## config.mk

```make
export PLATFORM = sky130hd
export DESIGN_NAME = inst_fetch
export DESIGN_NICKNAME = d
export VERILOG_FILES = /design/src/rtl/inst_fetch.sv
export SDC_FILE = /design/constraint.sdc
export NUM_CORES = 1
export LEC_CHECK = 0
export CORE_ASPECT_RATIO = 1.1
export CORE_MARGIN = 2
export CORE_UTILIZATION = 30
export DETAILED_ROUTE_END_ITERATION = 6
export PLACE_DENSITY_LB_ADDON = 0.12
export SLEW_MARGIN = 20
export SYNTH_ARGS = -nofsm -noshare
export SYNTH_HDL_FRONTEND = slang
export SYNTH_SLANG_ARGS = --single-unit
```

## constraint.sdc

```tcl
create_clock -name clk -period 2.7 [get_ports clk]
set_input_delay 0.405 -clock clk [delete_from_list [all_inputs] [get_ports clk]]
set_output_delay 0.405 -clock clk [all_outputs]
set_load 0.01 [all_outputs]
```

## src/rtl/inst_fetch.sv

```systemverilog
// Fetch stage: owns the PC, reads the combinational instruction memory and
// fills the IF/ID register. It halts on a null word, out-of-range fetch or misaligned redirect.
module inst_fetch #(
  parameter logic [31:0] RESET_PC       = 32'h0040_0000,
  parameter logic [29:0] MEM_FIRST_WORD = 30'h0010_0000,
  parameter logic [29:0] MEM_LAST_WORD  = 30'h0010_0090
) (
  input  logic        clk,
  input  logic        rst_n,
  input  logic        stall,
  input  logic        redirect_valid,
  input  logic [31:0] redirect_pc,
  output logic [29:0] read_addr,
  input  logic [31:0] memout,
  output logic        if_valid,
  output logic [31:0] if_inst,
  output logic [31:0] if_pc,
  output logic [31:0] if_pc_plus4,
  output logic        halted,
  output logic [1:0]  halt_cause,
  output logic [31:0] inst_count
);

  typedef enum logic {
    RUN  = 1'b0,
    HALT = 1'b1
  } state_t;

  localparam logic [1:0] CAUSE_NULL  = 2'd1;
  localparam logic [1:0] CAUSE_RANGE = 2'd2;
  localparam logic [1:0] CAUSE_ALIGN = 2'd3;

  state_t      state;
  logic [31:0] pc;
  logic [31:0] pc_next_seq;
  logic        in_range;
  logic        null_word;

  function automatic logic [31:0] add4(input logic [31:0] a);
    return a + 32'd4;
  endfunction

  assign read_addr   = pc[31:2];
  assign pc_next_seq = add4(pc);
  assign in_range    = (pc[31:2] >= MEM_FIRST_WORD) && (pc[31:2] <= MEM_LAST_WORD);
  assign null_word   = (memout == 32'h0);

  always_ff @(posedge clk or negedge rst_n) begin
    if (!rst_n) begin
      state       <= RUN;
      pc          <= RESET_PC;
      if_valid    <= 1'b0;
      if_inst     <= 32'h0;
      if_pc       <= 32'h0;
      if_pc_plus4 <= 32'h0;
      halted      <= 1'b0;
      halt_cause  <= 2'd0;
      inst_count  <= 32'h0;
    end else begin
      case (state)
        RUN: begin
          if (redirect_valid) begin
            // Wrong-path word is squashed whether or not the target is usable.
            if_valid <= 1'b0;
            if (redirect_pc[1:0] != 2'b00) begin
              state      <= HALT;
              halted     <= 1'b1;
              halt_cause <= CAUSE_ALIGN;
            end else begin
              pc <= redirect_pc;
            end
          end else if (stall) begin
            // Hold everything; checks wait until the stall releases.
          end else if (!in_range) begin
            state      <= HALT;
            halted     <= 1'b1;
            halt_cause <= CAUSE_RANGE;
            if_valid   <= 1'b0;
          end else if (null_word) begin
            state      <= HALT;
            halted     <= 1'b1;
            halt_cause <= CAUSE_NULL;
            if_valid   <= 1'b0;
          end else begin
            if_inst     <= memout;
            if_pc       <= pc;
            if_pc_plus4 <= pc_next_seq;
            if_valid    <= 1'b1;
            pc          <= pc_next_seq;
            inst_count  <= inst_count + 32'd1;
          end
        end
        HALT: begin
          if_valid <= 1'b0;
          halted   <= 1'b1;
        end
        default: begin
          state <= HALT;
        end
      endcase
    end
  end

endmodule
```

; ---- Yosys cells after proc, flatten, opt, wreduce, memory -nomap -nowiden
; Cells that the tools add are included.
[totals]
ff_bits = 165
rom_bits = 0
latchBits = 0
input_bits = 68
mem_bits_rw = 0
memories = 0
[classes]
bitwise_logic = 4
addsub = 2
n_mul = 0
n_div = 0
muxes = 27
n_reduce_logical = 8
shifts = 0
n_eq_ne = 8
n_lt_le_gt_ge = 2
[ops]
columns = operator, n
row1 = $mux 32, 5
row2 = $add 32x1->32 const B, 1
row3 = $add 32x3->32 const B, 1
row4 = $logic_not 32->1, 1
row5 = $ge 30x21->1 const B, 1
row6 = $le 30x21->1 const B, 1
row7 = $mux 1, 15
row8 = $mux 2, 5
row9 = $reduce_and 5->1, 2
row10 = $ne 3x3->1 const B, 2
row11 = $ne 2x1->1 const B, 2
row12 = $ne 2x2->1 const B, 2
row13 = $ne 4x4->1 const B, 1
row14 = $not 1->1, 4
row15 = $pmux 1 s2, 2
row16 = $reduce_and 4->1, 1
row17 = $reduce_bool 2->1, 2
row18 = $ne 3x2->1 const B, 1
row19 = $reduce_and 3->1, 1
row20 = $logic_and 1x1->1, 1

; ---- Logic depth before layout (Yosys ltp)
; Gate-level depths: netlist (run 1).
[depth]
ltp_word = 6
depth_mapped = 9
depth_no_buf = 7

; ---- Least setup slack after synthesis (run 1)
; OpenSTA, ideal clock, no wires.
[synth_path]
path_type = register -> register
from = reg pc[2]
to = reg if_inst[20]
arrival_ps = 2131
path_stages_with_launch = 10
setup_slack_ps = 444
path_cell_list = dfrtp_1 inv_1 ha_1 and4bb_1 o211ai_1 a2111oi_4 nand2_2 buf_2 buf_6 mux2_4
[synth_between]
elab_chain_len = 3
[synth_rtl]
columns = item, line_no
row1 = "start, declared", 34  ; logic [31:0] pc;
row2 = "start signal, assigned", 70  ; pc <= redirect_pc;
row3 = "start signal, assigned", 89  ; pc <= pc_next_seq;
row4 = $ge 30x21->1 / $le 30x21->1 (equally long branches), 45  ; assign in_range = (pc[31:2] >= MEM_FIRST_WORD) && (pc[31:2] <= MEM_LAST_WORD);
row5 = $logic_and 1x1->1 *, 45
row6 = $reduce_and 5->1 (no source line) *, --
row7 = "end signal, assigned", 85  ; if_inst <= memout;
row8 = "end, declared", 16  ; output logic [31:0] if_inst,
; Mark *: on every way between the ends. The rest lies on a longest branch, timed or not.
; A chain may end at the register's enable or synchronous reset.

; ---- Final worst setup path (run 1)
[layout_path]
from = reg pc[3]
to = reg inst_count[6]
[layout_between]
elab_chain_len = 3
[layout_rtl]
columns = item, line_no
row1 = $ge 30x21->1 / $le 30x21->1 (equally long branches), 45
row2 = $logic_and 1x1->1 *, 45
row3 = $reduce_and 5->1 (no source line) *, --
row4 = "end signal, assigned", 90  ; inst_count <= inst_count + 32'd1;
row5 = "end, declared", 21  ; output logic [31:0] inst_count
; Marked as above.

==> metrics.txt, run 1 <==
core footprint 22800 um2; failing checks DRC; PwrDens 538 nW/um2; top-area cell type share of the netlist area roughly 58%; placed cells 1062; die width ~150 um; CP peak stage delay roughly 0.54 ns; dpl cell area 9600 um2; Setup Slack @ Placement 0.0611 ns; Setup CP Type flip-flop to flip-flop; Post-synth EDFFs 0; vias in the first global route between 5k and 6k; routability cong. around 0.8; relative slew slack 63.8%; Synth Flop Type dfrtp_1; period utilisation layout 95.5%; Vias ~5.1k; clock tree buffer depth 2; non-filler cells in the finished layout 1095; Port Buf Inserts roughly 230; GRT overflow 0; share of layout cells above drive strength 1 17.5%; Avg WL per Cell 17.7 um; Die Height ~160 um; Worst Setup End Kind flip-flop; DP HPWL 14200 um; final core area utilization 44.9%; LEAKAGE about 4.6 nW; worst-margin pin slew around 0.54 ns; TritonCTS clock tree built; Warnings, synthesis 0; Final Hold Viols 0; startpoint types flip-flop; Nets 853; cells along the critical path inv_1, ha_1, and4bb_1, o211ai_1, a2111o_1, buf_4, nor4_1, xor2_1; synth-to-layout area growth 47.4%; max cap viols 0; Antenna diodes 0; CP Data Required Time 3.04 ns; Clock Skews about 0.012 ns; HP Class flip-flop to flip-flop; CP Max Fanout 38; sequential share of the synthesized area 58.8%; clk slew on worst S/H paths 0.07 ns; fin crit period 2.58 ns; largest cells by area after synthesis dfrtp_1 (58%), mux2_2 (8.0%), and2_1 (4.0%); Worst R2R Path Depth 8; number of I/O pins 230; delay-heaviest family, CP compound AO/OA/AOI/OAI gates; drt first-iter violations 235; post-route design area 10200 um2; largest area contributor in the netlist dfrtp_1; final setup fails 0; slowest CP cell a2111o_1; Critical path buffers and inverters 2; Slew Limit Fails 0; final worst slack 0.122 ns; Post-Syn Area 6940 um2; H-tree depth 4; fillers 2149; final setup TNS 0 ns; fmax 388 MHz; Yosys reg bits 163; CP arrival 2.92 ns; syn nets 624; cell row count a little under 60; TritonCTS buffer count 17; Antenna Nets Post-Route 0; total wire length 19300 um; largest net degree at the start of global routing 55; global-route wire length before repair 30700 um; Crit. path cell count 8; antenna violations before repair 0; status finished with violations; DR vias/cell 4.70; CTS Root Cell clkbuf_16; RSZ-0062 raised after global routing true; Cell variety after synth 50; Post CTS Setup Buffer Count 0; # DRC 3; worst hold stages 1; later-pin clock latency in the skew report 0.43 ns; Async SR Flop Fraction 100%; 1st-pass router iterations 7; Die ar. 24400 um2; clk sinks roughly 160; number of gates resized after CTS 0; overall routing resource usage 16.3%; Synth Instances ~550; Max VDD drop 0.000408 V; Initial Utilization 30.4%; Mean Syn Cell Area 12.5 um2
## cell usage in the layout (no fill, tap or decap), types with 7 or more instances in the layout
cell	Yosys	layout
mux2_2	49	49
inv_6	0	7
o21ai_0	25	25
nand3_1	17	17
clkbuf_16	0	17
dfrtp_1	162	162
and3_1	7	7
nor3_1	19	19
nor4_1	19	19
buf_4	32	29
nor2_1	15	15
nand4_1	12	12
xor2_1	23	23
and2_1	44	44
nand2_1	11	11
mux2_4	10	10
nand2b_1	8	8
inv_1	11	11
clkdlybuf4s50_1	0	228
xnor2_1	14	14
## path summary, 6_finish.rpt
check | start | slack (ns) | to
worst max-delay path | pc[3] | 0.12 | inst_count[6]
worst min-delay path | inst_count[31] | 0.47 | inst_count[31]
worst max register to register | pc[3] | 0.12 | inst_count[6]
worst min register to register | inst_count[31] | 0.47 | inst_count[31]
max in group asynchronous | rst_n | 1.44 | pc[23]
min in group asynchronous | rst_n | 0.52 | if_inst[21]
## per-stage QoR
stage	hold slack (ns)	power, W
after floorplan	0.109	0.00277
final	0.467	0.00550
after global placement	0.402	0.00304
after global routing	0.496	0.00575
after CTS	0.476	0.00559
after detailed placement	0.413	0.00305
## sequential cells by signal, summed over array words and instances (netlist names)
| name | count |
|---|---|
| if_inst | 32 |
| if_pc | 32 |
| inst_count | 32 |
| pc | 32 |
| if_pc_plus4 | 30 |
| halt_cause | 2 |
| halted | 1 |
| if_valid | 1 |
| state | 1 |
## Yosys cell counts, types with 11 or more instances
| cell type | n |
|---|---|
| mux2_2 | 49 |
| xnor2_1 | 14 |
| buf_4 | 32 |
| nand3_1 | 17 |
| xor2_1 | 23 |
| nor3_1 | 19 |
| nand2_1 | 11 |
| nand4_1 | 12 |
| and2_1 | 44 |
| dfrtp_1 | 162 |
| o21ai_0 | 25 |
| clkbuf_1 | 12 |
| nor2_1 | 15 |
| inv_1 | 11 |
| nor4_1 | 19 |
## area by class of cell
cell class,count,area (um2),share of cell area (%)
clock buffer,17,425,4.16
clock inverter,15,186,1.82
inverter,11,41.3,0.404
multi-input combinational,324,2470,24.2
sequential,163,4080,39.9
tap,300,375,3.67
timing repair buffer,265,2640,25.8
## worst register-to-register path: stages (launching register included)
cell and delay [ns]:
dfrtp_1 0.43, inv_1 0.11, ha_1 0.14, and4bb_1 0.20, o211ai_1 0.15, a2111o_1 0.54, buf_4 0.30, nor4_1 0.45
xor2_1 0.19
## power breakdown
part | switching, W | internal [W]
Sequential | 0.0000519 | 0.00249
Combinational | 0.000196 | 0.000253
Clock | 0.00110 | 0.00141
## metal layers
| layer | wire, um | up-vias | track usage, % |
|---|---|---|---|
| met5 | 0 | - | 0 |
| met4 | 253 | 0 | 4.24 |
| met3 | 1420 | 21 | 5.42 |
| met2 | 9490 | 175 | 26.6 |
| met1 | 8180 | 2573 | 20.7 |
| li1 | - | 2376 | - |
## cell families (layout without fill, tap and decap cells)
family | Yosys count | after routing | share of synthesized area (%)
adders and majority gates | 3 | 3 | 0.541
buffers and inverters | 66 | 308 | 5.75
and+or+nand+nor | 167 | 167 | 13.9
muxes | 62 | 62 | 10.6
DFF | 163 | 163 | 58.8
xor gates and xnor gates | 37 | 37 | 4.67
AOI/OAI and AO/OA | 55 | 55 | 5.65
## timing repair
action,4_1_cts,5_1_grt
setup endpoints to repair,0,4
hold buffers,1,0
endpoints found under the hold margin,51,0
Note: power is estimated with default switching activity, not from simulation.
==> inputs of run 2 (changes only) <==
- CORE_UTILIZATION: 30 -> 40
==> metrics.txt, run 2 (synthesis gave the netlist of run 1 again) <==
status finished clean; Max Used Layer met4; final setup TNS 0 ns; TritonCTS buffer count 17; later-pin clock latency in the skew report 0.43 ns; CP Data Required Time between 3 and 4 ns; Avg WL per Cell 17.4 um; fillers 1440; met2 WL post-DR 8930 um; CTS Root Cell clkbuf_16; CP Max Fanout 28; Max VDD drop 0.000435 V; slowest CP cell a2111oi_4; GRT overflow 0; Worst Setup End Kind flip-flop; reg2reg end if_pc[10]; Initial Utilization 40.8%; clk sinks 163; largest net degree at the start of global routing 67; cell mode on critical path buf_4; Port Buf Inserts around 230; Antenna Nets Post-Route 0; Slew Limit Fails 0; Critical Path Sink if_pc[10]; Critical R2R Launch pc[3]; placed cells 992; DR vias/cell 4.97; Vias 5103; PwrDens 532 nW/um2; die width around 130 um; worst reg2reg setup slack 0.23 ns; clock tree buffer depth 2; cells along the critical path inv_1, ha_1, and4bb_1, o211ai_1, a2111oi_4, nand2_4, buf_4, buf_4, and2_1; fin crit period ~2.5 ns; share of layout cells above drive strength 1 roughly 17%; routability cong. about 0.80; cell row count 50; startpoint types flip-flop; max cap viols 0; worst-margin pin slew ~0.63 ns; non-filler cells in the finished layout 1026; final core area utilization 59.4%; metal1 wirelength between 7000 and 8000 um; H-tree depth 4; Clock Skews 0.0160 ns; Nets 849; global-route wire length before repair 29100 um; # DRC 0; Die Height roughly 140 um; Worst R2R Path Depth 9; Final Hold Viols 0; total wire length 17800 um; 1st-pass router iterations 4; TritonCTS clock tree built; met3 wire len 1230 um; period utilisation layout roughly 91%; Setup CP Type flip-flop to flip-flop; CP peak stage delay 0.58 ns; LEAKAGE about 4.6 nW; core footprint 17000 um2; final setup fails 0; Die ar. 18400 um2; DP HPWL 13200 um; number of I/O pins 230; antenna violations before repair 0; CP arrival 2.79 ns; Multi-input gate area ~2500 um2; clk slew on worst S/H paths roughly 0.070 ns; most frequent cells in the layout clkdlybuf4s50_1 (228), dfrtp_1 (162), mux2_2 (49); drt first-iter violations 289; overall routing resource usage around 20%; RSZ-0062 raised after global routing false; HP Class flip-flop to flip-flop; Post CTS Setup Buffer Count 0; Reg area 4080 um2; synth-to-layout area growth 45.6%; relative slew slack slightly below 60%; vias in the first global route 5397; fmax 405 MHz; most common cell after layout, fill and taps aside clkdlybuf4s50_1; CP startpoint pc[3]
[run 2: worst min path at each step]
stage                   startpoint             end  slack, ns  cells past startpoint
floorplan                    rst_n   halt_cause[0]       0.11                      0
global route        inst_count[31]  inst_count[31]       0.48                      1
detailed placement           rst_n      if_inst[6]       0.45                      1
finish              inst_count[31]  inst_count[31]       0.46                      1
CTS                      if_pc[22]       if_pc[22]       0.47                      1
global placement             rst_n     if_inst[17]       0.45                      1
[run 2: area by class of cell]
class | instances | area share, %
sequential | 163 | 40.4
clock buffer | 17 | 4.21
inverter | 11 | 0.409
multi-input combinational | 324 | 24.5
clock inverter | 15 | 1.56
antenna | 1 | 0.0248
tap | 234 | 2.90
timing repair buffer | 261 | 26.0
[run 2: timing repair]
action	4_1_cts	5_1_grt
resized for setup	0	1
hold buffers	1	0
endpoints found under the hold margin	21	0
endpoints found under the setup margin	0	4
[run 2: report_power, final]
part	internal, W	switching [W]	total [W]
combinational	0.000253	0.000187	0.000440
clock	0.00131	0.00108	0.00239
sequential	0.00249	0.0000528	0.00255
total	0.00406	0.00132	0.00537
[run 2: critical path: cells and delay by family, from the launching register on]
family	cells	cell delay, ns
AOI/OAI and AO/OA	2	0.73
adders and majority gates	1	0.15
buffers and inverters	3	0.49
and+or+nand+nor	3	0.56
DFF	1	0.43
[run 2: stage by stage]
stage / total power [W] / area, um2 / setup slack [ns] / hold slack, ns
CTS: 0.00546 / 10100 / 0.0848 / 0.468
finish: 0.00537 / 10100 / 0.233 / 0.464
detailed placement: 0.00304 / 9500 / 0.0941 / 0.453
global placement: 0.00303 / 9500 / 0.0624 / 0.448
global route: 0.00561 / 10100 / 0.0140 / 0.480
floorplan: 0.00277 / 6940 / 0.444 / 0.109
[run 2: per-layer routing]
metal | up-vias | global-route usage (%)
met5 | - | 0
met4 | 0 | 6.51
met3 | 17 | 6.50
met2 | 160 | 33.5
met1 | 2549 | 25.8
li1 | 2377 | -
==> inputs of run 3 (changes only) <==
- ABC_CLOCK_PERIOD_IN_PS: default -> 2700
- PLACE_DENSITY: default -> 0.71
- PLACE_DENSITY_LB_ADDON: 0.12 -> default
==> metrics.txt, run 3 (synthesis gave the netlist of run 1 again) <==
RSZ-0062 raised after global routing false; vias in the first global route 5514; routability cong. 0.834; TritonCTS buffer count 17; Die Height 142 um; TritonCTS clock tree built; CP Data Required Time 3.00 ns; DR vias/cell slightly above 5; Multi-input gate area 2480 um2; clk sinks 163; final setup fails 0; drt first-iter violations approximately 240; cell row count 50; Max VDD drop roughly 0.00041 V; Slew Limit Fails 0; fin crit period 2.54 ns; HP Class flip-flop to flip-flop; status finished clean; Antenna diodes 0; fillers 1405; startpoint types flip-flop; Worst Setup End Kind flip-flop; startpoint of the worst hold path inst_count[31]; worst hold stages 1; synth-to-layout area growth 44.9%; Worst R2R Path Depth 7; global-route wire length before repair 28600 um; most frequent cells in the layout clkdlybuf4s50_1 (228), dfrtp_1 (162), mux2_2 (49); Die ar. roughly 18000 um2; cells along the critical path inv_1, ha_1, and4bb_1, o211ai_1, a2111o_1, nor2_2, mux2_2; CP Max Fanout 9; Initial Utilization 40.8%; slowest CP cell a2111o_1; share of layout cells above drive strength 1 around 17%; relative slew slack roughly two thirds; largest net degree at the start of global routing 87; CTS Root Cell clkbuf_16; PwrDens 545 nW/um2; overall routing resource usage around a fifth; max cap viols 0; 1st-pass router iterations 4; later-pin clock latency in the skew report 0.42 ns; total wire length around 18000 um; clk slew on worst S/H paths roughly 0.06 ns; Post CTS Setup Buffer Count 0; core footprint 17000 um2; Avg WL per Cell 17.6 um; die width 130 um; Reg area approximately 4100 um2; Final Hold Viols 0; most common cell after layout, fill and taps aside clkdlybuf4s50_1; worst reg2reg setup slack 0.16 ns; period utilisation layout 94.1%; clock tree buffer depth 2; Setup CP Type flip-flop to flip-flop; final core area utilization 59.0%; CP startpoint pc[2]; dpl cell area 9420 um2; worst-margin pin slew 0.504 ns; antenna violations before repair 1; DP HPWL 13000 um; Critical R2R Launch pc[2]; fmax 393 MHz; post-route design area 10000 um2; Clock Skews 0.00830 ns; Nets around 840; reg2reg end if_pc[1]; Vias approximately 5.2k; GRT overflow 0; final setup TNS 0 ns; Port Buf Inserts around 230; H-tree depth 4; # DRC 0; number of I/O pins 230; CP arrival around 2.8 ns; CP peak stage delay ~0.52 ns; hold endpoint inst_count[31]; LEAKAGE 4.55 nW; Antenna Nets Post-Route 0
## run 3: cell types whose count changed in the layout (fill, tap and decap cells not counted), sizes merged
cell / change
clkinv: +4
clkbuf: +1
buf: -6
bufinv: +2
inv: -5
diode: -1
clkinvlp: -2
## run 3: metrics by stage
step | instances | worst slack, ns | hold slack, ns | power, W
detailed placement | 986 | 0.0106 | 0.377 | 0.00303
global placement | 986 | 0.0563 | 0.363 | 0.00302
finish | 1019 | 0.159 | 0.470 | 0.00548
CTS | 1019 | 0.143 | 0.473 | 0.00555
global route | 1019 | 0.0299 | 0.498 | 0.00570
floorplan | 553 | 0.444 | 0.109 | 0.00277
## run 3: critical path: cells and delay by family (launching register included)
family / cells / cell delay (ns)
compound gates: 2 / 0.68
fa+ha+maj: 1 / 0.15
buf+inv: 1 / 0.09
flops: 1 / 0.47
mux: 1 / 0.39
simple gates: 2 / 0.65
## run 3: repair_timing
item	4_1_cts	5_1_grt
endpoints found under the hold margin	46	0
setup endpoints to repair	0	1
resized for setup	0	1
hold buffers	1	0
## run 3: power breakdown
part	internal, W	switching (W)
sequential	0.00249	0.0000558
clock	0.00149	0.00100
combinational	0.000246	0.000187
## run 3: how the worst max path moves through the flow
stage / end / slack (ns) / cells after the start
final: if_pc[1] / 0.16 / 7
after global placement: if_pc_plus4[2] / 0.06 / 8
after CTS: if_pc[1] / 0.14 / 7
after floorplan: if_inst[20] / 0.44 / 9
after global routing: inst_count[1] / 0.03 / 7
after detailed placement: pc[4] / 0.01 / 7
## run 3: final cells by class
cell class | instances | share of cell area, %
Clock buffer | 18 | 4.37
Clock inverter | 14 | 1.74
Sequential cell | 163 | 40.6
Tap cell | 234 | 2.91
Inverter | 11 | 0.411
Timing Repair Buffer | 255 | 25.3
Multi-Input combinational cell | 324 | 24.7
## run 3: per-layer routing
layer | vias up | track usage, % | wire (um)
li1 | 2355 | - | -
met5 | - | 0 | 11
met3 | 37 | 6.95 | 1400
met1 | 2584 | 24.3 | 7270
met2 | 211 | 32.7 | 8710
met4 | 2 | 7.92 | 518
